==> src/rtl/fifo_wptr_full_ctrl.sv <==
// Write-side pointer and status controller for the asynchronous FIFO (wclk domain).
// Full is computed from the next pointer, so it is exact on the cycle the last slot fills.
module fifo_wptr_full_ctrl #(
    parameter int ADDR_WIDTH  = 4,
    parameter int AFULL_LEVEL = 12
) (
    input  logic                  wclk,
    input  logic                  wrst_n,
    input  logic                  winc,
    input  logic [ADDR_WIDTH:0]   wq2_rptr,
    input  logic                  wclr_ovf,
    output logic                  wen,
    output logic [ADDR_WIDTH-1:0] waddr,
    output logic [ADDR_WIDTH:0]   wptr,
    output logic                  wfull,
    output logic                  walmost_full,
    output logic [ADDR_WIDTH:0]   wcount,
    output logic                  wovf
);

    localparam logic [ADDR_WIDTH:0] AFULL_TH = AFULL_LEVEL[ADDR_WIDTH:0];

    function automatic logic [ADDR_WIDTH:0] gray2bin(input logic [ADDR_WIDTH:0] g);
        logic [ADDR_WIDTH:0] b;
        b[ADDR_WIDTH] = g[ADDR_WIDTH];
        for (int i = ADDR_WIDTH - 1; i >= 0; i--) begin
            b[i] = b[i+1] ^ g[i];
        end
        return b;
    endfunction

    function automatic logic [ADDR_WIDTH:0] bin2gray(input logic [ADDR_WIDTH:0] b);
        return b ^ (b >> 1);
    endfunction

    logic [ADDR_WIDTH:0] wbin_r;
    logic [ADDR_WIDTH:0] wptr_r;
    logic                wfull_r;
    logic                walmost_full_r;
    logic [ADDR_WIDTH:0] wcount_r;
    logic                wovf_r;

    logic                wen_s;
    logic [ADDR_WIDTH:0] rbin_s;
    logic [ADDR_WIDTH:0] wbin_next_s;
    logic [ADDR_WIDTH:0] wgray_next_s;
    logic [ADDR_WIDTH:0] wcount_next_s;
    logic [ADDR_WIDTH:0] full_cmp_s;
    logic                wfull_next_s;
    logic                wafull_next_s;
    logic                wovf_next_s;

    // Next-state logic for pointer, fill level and status flags
    always_comb begin
        wen_s         = winc & ~wfull_r;
        rbin_s        = gray2bin(wq2_rptr);
        wbin_next_s   = wbin_r + {{ADDR_WIDTH{1'b0}}, wen_s};
        wgray_next_s  = bin2gray(wbin_next_s);
        wcount_next_s = wbin_next_s - rbin_s;
        // Full when the next write pointer sits one lap ahead of the read pointer
        full_cmp_s    = {~wq2_rptr[ADDR_WIDTH:ADDR_WIDTH-1], wq2_rptr[ADDR_WIDTH-2:0]};
        wfull_next_s  = (wgray_next_s == full_cmp_s);
        wafull_next_s = (wcount_next_s >= AFULL_TH);
        // Set beats clear so an overflow in the clearing cycle is not lost
        if (winc & wfull_r) begin
            wovf_next_s = 1'b1;
        end else if (wclr_ovf) begin
            wovf_next_s = 1'b0;
        end else begin
            wovf_next_s = wovf_r;
        end
    end

    // State and status registers
    always_ff @(posedge wclk or negedge wrst_n) begin
        if (!wrst_n) begin
            wbin_r         <= {(ADDR_WIDTH+1){1'b0}};
            wptr_r         <= {(ADDR_WIDTH+1){1'b0}};
            wfull_r        <= 1'b0;
            walmost_full_r <= 1'b0;
            wcount_r       <= {(ADDR_WIDTH+1){1'b0}};
            wovf_r         <= 1'b0;
        end else begin
            wbin_r         <= wbin_next_s;
            wptr_r         <= wgray_next_s;
            wfull_r        <= wfull_next_s;
            walmost_full_r <= wafull_next_s;
            wcount_r       <= wcount_next_s;
            wovf_r         <= wovf_next_s;
        end
    end

    assign wen          = wen_s;
    assign waddr        = wbin_r[ADDR_WIDTH-1:0];
    assign wptr         = wptr_r;
    assign wfull        = wfull_r;
    assign walmost_full = walmost_full_r;
    assign wcount       = wcount_r;
    assign wovf         = wovf_r;

endmodule

==> config.mk <==
export PLATFORM = sky130hd
export DESIGN_NAME = fifo_wptr_full_ctrl
export DESIGN_NICKNAME = d
export VERILOG_FILES = /design/src/rtl/fifo_wptr_full_ctrl.sv
export SDC_FILE = /design/constraint.sdc
export NUM_CORES = 1
export LEC_CHECK = 0
export BUFFER_PORTS_ARGS = -buffer_cell sky130_fd_sc_hd__buf_2
export CAP_MARGIN = 20
export CORE_ASPECT_RATIO = 0.75
export CORE_MARGIN = 2
export CORE_UTILIZATION = 25
export CTS_CLUSTER_SIZE = 20
export DETAILED_ROUTE_END_ITERATION = 10
export GPL_TIMING_DRIVEN = 1
export PLACE_DENSITY = 0.43
export SLEW_MARGIN = 40
export SYNTH_ARGS = -nofsm -noshare
export SYNTH_HDL_FRONTEND = slang
export SYNTH_SLANG_ARGS = --single-unit
==> constraint.sdc <==
create_clock -name wclk -period 2.5 [get_ports wclk]
set_clock_uncertainty 0.15 [all_clocks]
set_input_delay 0.5 -clock wclk [delete_from_list [all_inputs] [get_ports wclk]]
set_output_delay 0.5 -clock wclk [all_outputs]
set_load 0.03 [all_outputs]
* After elaboration in Yosys (flattened, before gate mapping)
Cells that the tools add are included.
** Storage, ports and cells
- Flip-flop bits (word level) :: 18
- Input port bits :: 9
- Output and inout bits :: 18
- Logic and storage cells :: 22
** Cells by class
- $add $sub $neg :: 2
- Order comparisons :: 1
- Eq/ne operators :: 1
- Mux-type cells :: 2
- Bitwise logic cells :: 9
- Reduce and logical (&&, ||, !) cells :: 1
** Operators by type and width (number)
- $add A5 B1 Y5 :: 1
- $eq A5 B5 Y1 :: 1
- $ge A5 B4 Y1 const B :: 1
- $sub A5 B5 Y5 :: 1
- $xor A5 B4 Y5 :: 1
- $xor A1 B1 Y1 :: 4
- $and A1 B1 Y1 :: 2
- $mux W1 :: 2
- $not A2 Y2 :: 1
- $reduce_bool A2 Y1 :: 1
- $not A1 Y1 :: 1

* Logic depth before layout (Yosys ltp)
- Word-level depth :: 6
- Mapped depth :: 10

* Worst setup path before layout
No wires, ideal clock.
- Path type :: register -> register
- Start :: register wfull_r, in the netlist wfull
- End :: register walmost_full_r, in the netlist walmost_full
- Library setup time :: 0.138 ns
- Arrival :: 3.101 ns
- Data required time :: 2.212 ns
- Path slack :: -0.889 ns
- Stages on the path, launching flop included :: 10
- Buffers on the path :: 0
- Clock period less this slack :: 3.389 ns
- Cell sequence :: dfrtp_1 > nor2b_1 > ha_1 > ha_1 > xor2_2 > ha_1 > nor2b_1 > o21ai_0 > a21oi_1 > or4b_1
** On the way
- Word-level cells in the longest chain between the ends :: 5
** Ends and longest elaborated chain
- start, declared :: RTL line 38 : logic wfull_r;
- start signal, assigned :: RTL line 86 : wfull_r <= wfull_next_s;
- $not A1 Y1 :: RTL line 55 : wen_s = winc & ~wfull_r;
- $and A1 B1 Y1 :: RTL line 55
- named net wen :: RTL line 12 : output logic wen,
- $add A5 B1 Y5 :: RTL line 57 : wbin_next_s = wbin_r + {{ADDR_WIDTH{1'b0}}, wen_s};
- named net wbin_next_s[2] :: RTL line 45 : logic [ADDR_WIDTH:0] wbin_next_s;
- $sub A5 B5 Y5 :: RTL line 59 : wcount_next_s = wbin_next_s - rbin_s;
- $ge A5 B4 Y1 :: RTL line 63 : wafull_next_s = (wcount_next_s >= AFULL_TH);
- named net wafull_next_s :: RTL line 50 : logic wafull_next_s;
- end signal, assigned :: RTL line 87 : walmost_full_r <= wafull_next_s;
- end, declared :: RTL line 39 : logic walmost_full_r;
The timed path passes the listed nets, and every way through them passes these cells.
A chain may end at the register's enable or synchronous reset.

* Worst setup path in the final report
- Start :: input wq2_rptr[4]
- End :: register walmost_full_r, in the netlist walmost_full
** On the way
- Word-level cells in the longest chain between the ends :: 6
** Ends and longest elaborated chain
- start, declared :: RTL line 10 : input logic [ADDR_WIDTH:0] wq2_rptr,
- $xor A1 B1 Y1 (4 in a row) :: RTL line 27 : b[i] = b[i+1] ^ g[i];
- $sub A5 B5 Y5 (*) :: RTL line 59
- $ge A5 B4 Y1 (*) :: RTL line 63
- named net wafull_next_s :: RTL line 50
Mark *: on every way through the listed nets, which the timed path passes. The rest lies on a longest branch.

==> results by stage <==
Outcome:
- The run finished, with violations left.
- The checks that failed: negative setup slack.

Timing:
- In this run the tightest slew margin relative to its limit is 73.7%.
- Summed over all failing endpoints, the final setup total negative slack is -0.200 ns.
- In the post-route analysis, the smallest setup slack over all paths is -0.200 ns.
- The transition time at the pin with the least slew margin is 0.394 ns.
- Across all hold checks on the routed design, the worst slack comes to around 0.010 ns.
- Setup repair after global routing could not meet its margin everywhere.
- The count of pins over their slew limit is 0.
- The fmax is 370 MHz.
- The worst path in the final design needs a cycle of around 2.7 ns, including I/O delays and setup.
- The total of endpoints with negative setup slack in the final report is 1.
- The period utilization is 108%.
- The final number of hold-violating endpoints is 0.

Worst setup path:
- The critical path startpoint category is an input pin.
- STA classifies the critical path endpoint as a flop.
- The largest driver fanout on the critical path is 3.
- Data on the critical path is required at its endpoint by 2.48 ns.
- The category of the critical setup timing path is in -> reg.
- The arrival time of data at the critical path endpoint is 2.68 ns.

Clock tree:
- Clock latency on the worst-skew pair, taken at its later pin, is 0.25 ns.
- The CTS tree is yes.
- After clock tree synthesis, the flow added hold-fix buffers numbering 0.
- Buffers inserted during clock tree synthesis total 3.
- The H-tree depth is 1.
- The root buffer cell chosen for the clock tree is clkbuf_8.
- The clock tree buffer depth is 2.
- Clock-pin slew was measured on the worst setup and hold paths at approximately 0.07 ns.
- The number of clock sinks seen by CTS is 17.

Power and ir drop:
- The switching part of the total power is 44.7%.
- The net switching power is 1.05 mW.
- The share of total power dissipated in combinational logic is 68.9%.
- Registers are responsible for about 22% of the overall power.
- Dividing total power by cell area gives a power density of 1640 mW/mm².
- In this run, the clock network consumes 8.9% of the power.
- VDD sags by at most 745 µV.
- For this design the static power due to leakage is between 0.6 and 0.7 nW.
- The internal power of the cells totals about 1.3 mW.

Place:
- The cell count after placement is about 180.
- The area after detailed placement is between 0.001 and 0.0015 mm².
- The congestion estimate from routability-driven global placement came to about 0.8.
- The placement-stage worst setup slack is -0.609 ns.
- The HPWL after detailed placement is 1710 µm.
- The count of buffers inserted at the top-level ports is 26.

Detailed routing:
- For this run, the detailed router's first-pass iteration total came to 2.
- After detailed routing, the number of vias per cell comes to 4.05.
- The mean routed wirelength per cell is 11.0 µm.
- The remaining number of nets flagged by the antenna check after routing is 0.
- After the first detailed-routing iteration, the DRC count stood at 11.
- The DRC violation count after routing is 0.
- Summed over all layers, the routed wires come to 2030 µm.
- The total vias in the final route is roughly 750.

Synth:
- After synthesis the cells add up to 946 µm².
- Synthesis produced a netlist with a net count of 96.
- Sequential elements use 45.0% of the synthesized area.
- The post-synthesis area per instance is 11.8 µm².
- In the synthesized netlist, the number of instances is 80.
- The Yosys step of the flow raised 0 warnings.
- The distinct cell type count after synthesis is 29.
- The synthesized design contains 17 register bits.

Die:
- The die outline area is 0.00430 mm².
- After floorplanning, the core was sized to cover 0.00364 mm².
- The floorplan has 19 rows.
- The chip height is 57.3 µm.
- Pin placement for this block handled 27 I/O pins.
- The initial core utilization is 26.0%.
- The die is approximately 75 µm wide.

GRT:
- The global routing usage summed across all routing layers is about 11%.
- The first global-routing pass estimated 3530 µm of wire.
- The via count of the first global-routing pass is between 700 and 800.
- Entering global routing, the biggest net connects 18 pins.
- The total overflow left after global routing is 0.
- The number of antenna violations at the first check in global routing is 0.

Final layout:
- The fraction of final layout cells sized beyond drive strength 1 is between 50% and 60%.
- Once layout is done, the placed cells without fillers occupy 0.00143 mm².
- The most common library cell in the layout ignoring fill and taps is buf_2.
- The number of antenna diodes in the final layout is 0.
- The number of standard cells in the layout, taps in and fillers out is 184.
- The net total in the final layout is 149.
- Leaving out fill and tap cells, the most frequent cells in the layout are buf_2 (24), buf_4 (23), dfrtp_1 (16), xnor2_1 (12), inv_1 (8).
- The layout-stage area growth over the synthesis result is 51.2%.

Run:
- The number of maximum-capacitance violations is 0.

Hold path:
- The type of the tightest min-delay check is in -> async.
-- final cells by class --
cell class	count	area, µm²
clock buffers	3	41.3
clock inverters	1	5.00
fillers	349	2210
inverters	9	33.8
multi-input cells	53	539
flip-flops and latches	17	427
well taps	52	65.1
repair buffers	49	319
-- sequential cells by signal (all words and copies together) (netlist names) --
name          cells
wbin_r            5
wcount            5
wptr              4
walmost_full      1
wfull             1
wovf              1
-- through the flow --
stage	utilization (%)	power (mW)
5_1_grt	39.3	2.57
4_1_cts	39.0	2.37
3_5_place_dp	36.7	2.13
6_report	39.3	2.35
3_3_place_gp	36.7	2.11
2_1_floorplan	-	1.58
-- path summary, 6_finish.rpt --
path / startpoint / end / slack (ns) / depth (start not counted)
setup / recovery: wq2_rptr[4] / walmost_full$_DFF_PN0_ / -0.20 / 11
hold / removal: wrst_n / wcount[0]$_DFF_PN0_ / 0.01 / 1
setup reg to reg: wfull$_DFF_PN0_ / walmost_full$_DFF_PN0_ / -0.08 / 9
hold reg to reg: wovf$_DFFE_PN0P_ / wovf$_DFFE_PN0P_ / 0.38 / 2
max in group asynchronous: wrst_n / wfull$_DFF_PN0_ / 1.88 / 1
min in group wclk: wclr_ovf / wovf$_DFFE_PN0P_ / 0.30 / 2
-- cells in the mapped netlist --
library cell	count	area share, %
dfrtp_1	17	45
and3_1	1	0.66
a21boi_2	1	1.2
nand4b_1	1	0.93
a21oi_1	2	1.1
or2_2	1	0.66
nand2_1	1	0.40
fa_1	1	2.1
nand3_2	1	1.1
or3_1	1	0.66
nor2b_1	2	1.3
ha_1	6	7.9
xor2_1	6	5.6
nand4_1	1	0.66
xor2_2	1	1.7
buf_2	1	0.53
o21ai_0	2	1.1
nand3_1	3	1.6
xnor2_1	12	11
or4b_1	1	1.1
a31oi_1	1	0.66
a21bo_2	1	1.1
xnor2_2	2	3.4
a2111oi_2	1	1.6
inv_1	9	3.6
o2bb2ai_1	1	0.93
a21o_1	1	0.79
mux2i_1	1	1.1
nor4_1	1	0.66
-- repair_timing --
action	4_1_cts	5_1_grt
pin swaps	7	3
gates resized for setup	6	3
buffers inserted	2	0
setup endpoints to repair	2	2
-- logic make-up (layout without fill, tap and decap cells) --
logic type      Yosys count  count (layout)  synth area share (%)
buf+inv                  10              62                  4.10
xor+xnor                 21              21                  21.8
fa+ha+maj                 7               7                  10.1
simple gates             14              14                  9.66
mux                       1               1                  1.06
compound gates           10              10                  8.33
flops                    17              17                  45.0
-- power groups by stage --
| stage | logic, mW | registers [mW] | clock network (mW) |
|---|---|---|---|
| 4_1_cts | 1.62 | 0.526 | 0.221 |
| 5_1_grt | 1.79 | 0.540 | 0.235 |
| 3_3_place_gp | 1.59 | 0.524 | 0 |
| 6_report | 1.62 | 0.522 | 0.210 |
| 2_1_floorplan | 0.783 | 0.795 | 0 |
| 3_5_place_dp | 1.60 | 0.528 | 0 |
-- critical path: stages --
cell      delay, ns
buf_8          0.10
xnor2_4        0.18
xor2_2         0.22
xor2_2         0.18
xnor2_1        0.09
ha_2           0.19
fa_2           0.37
buf_4          0.16
nand4b_1       0.09
mux2i_1        0.08
or4b_4         0.51
-- metal layers --
metal	GRT usage, %	part of all wire [%]
met5	0	0
met4	2.30	0.79
met3	4.95	8.0
met2	17.0	44
met1	14.3	47
Note: power is estimated with default switching activity, not from simulation.
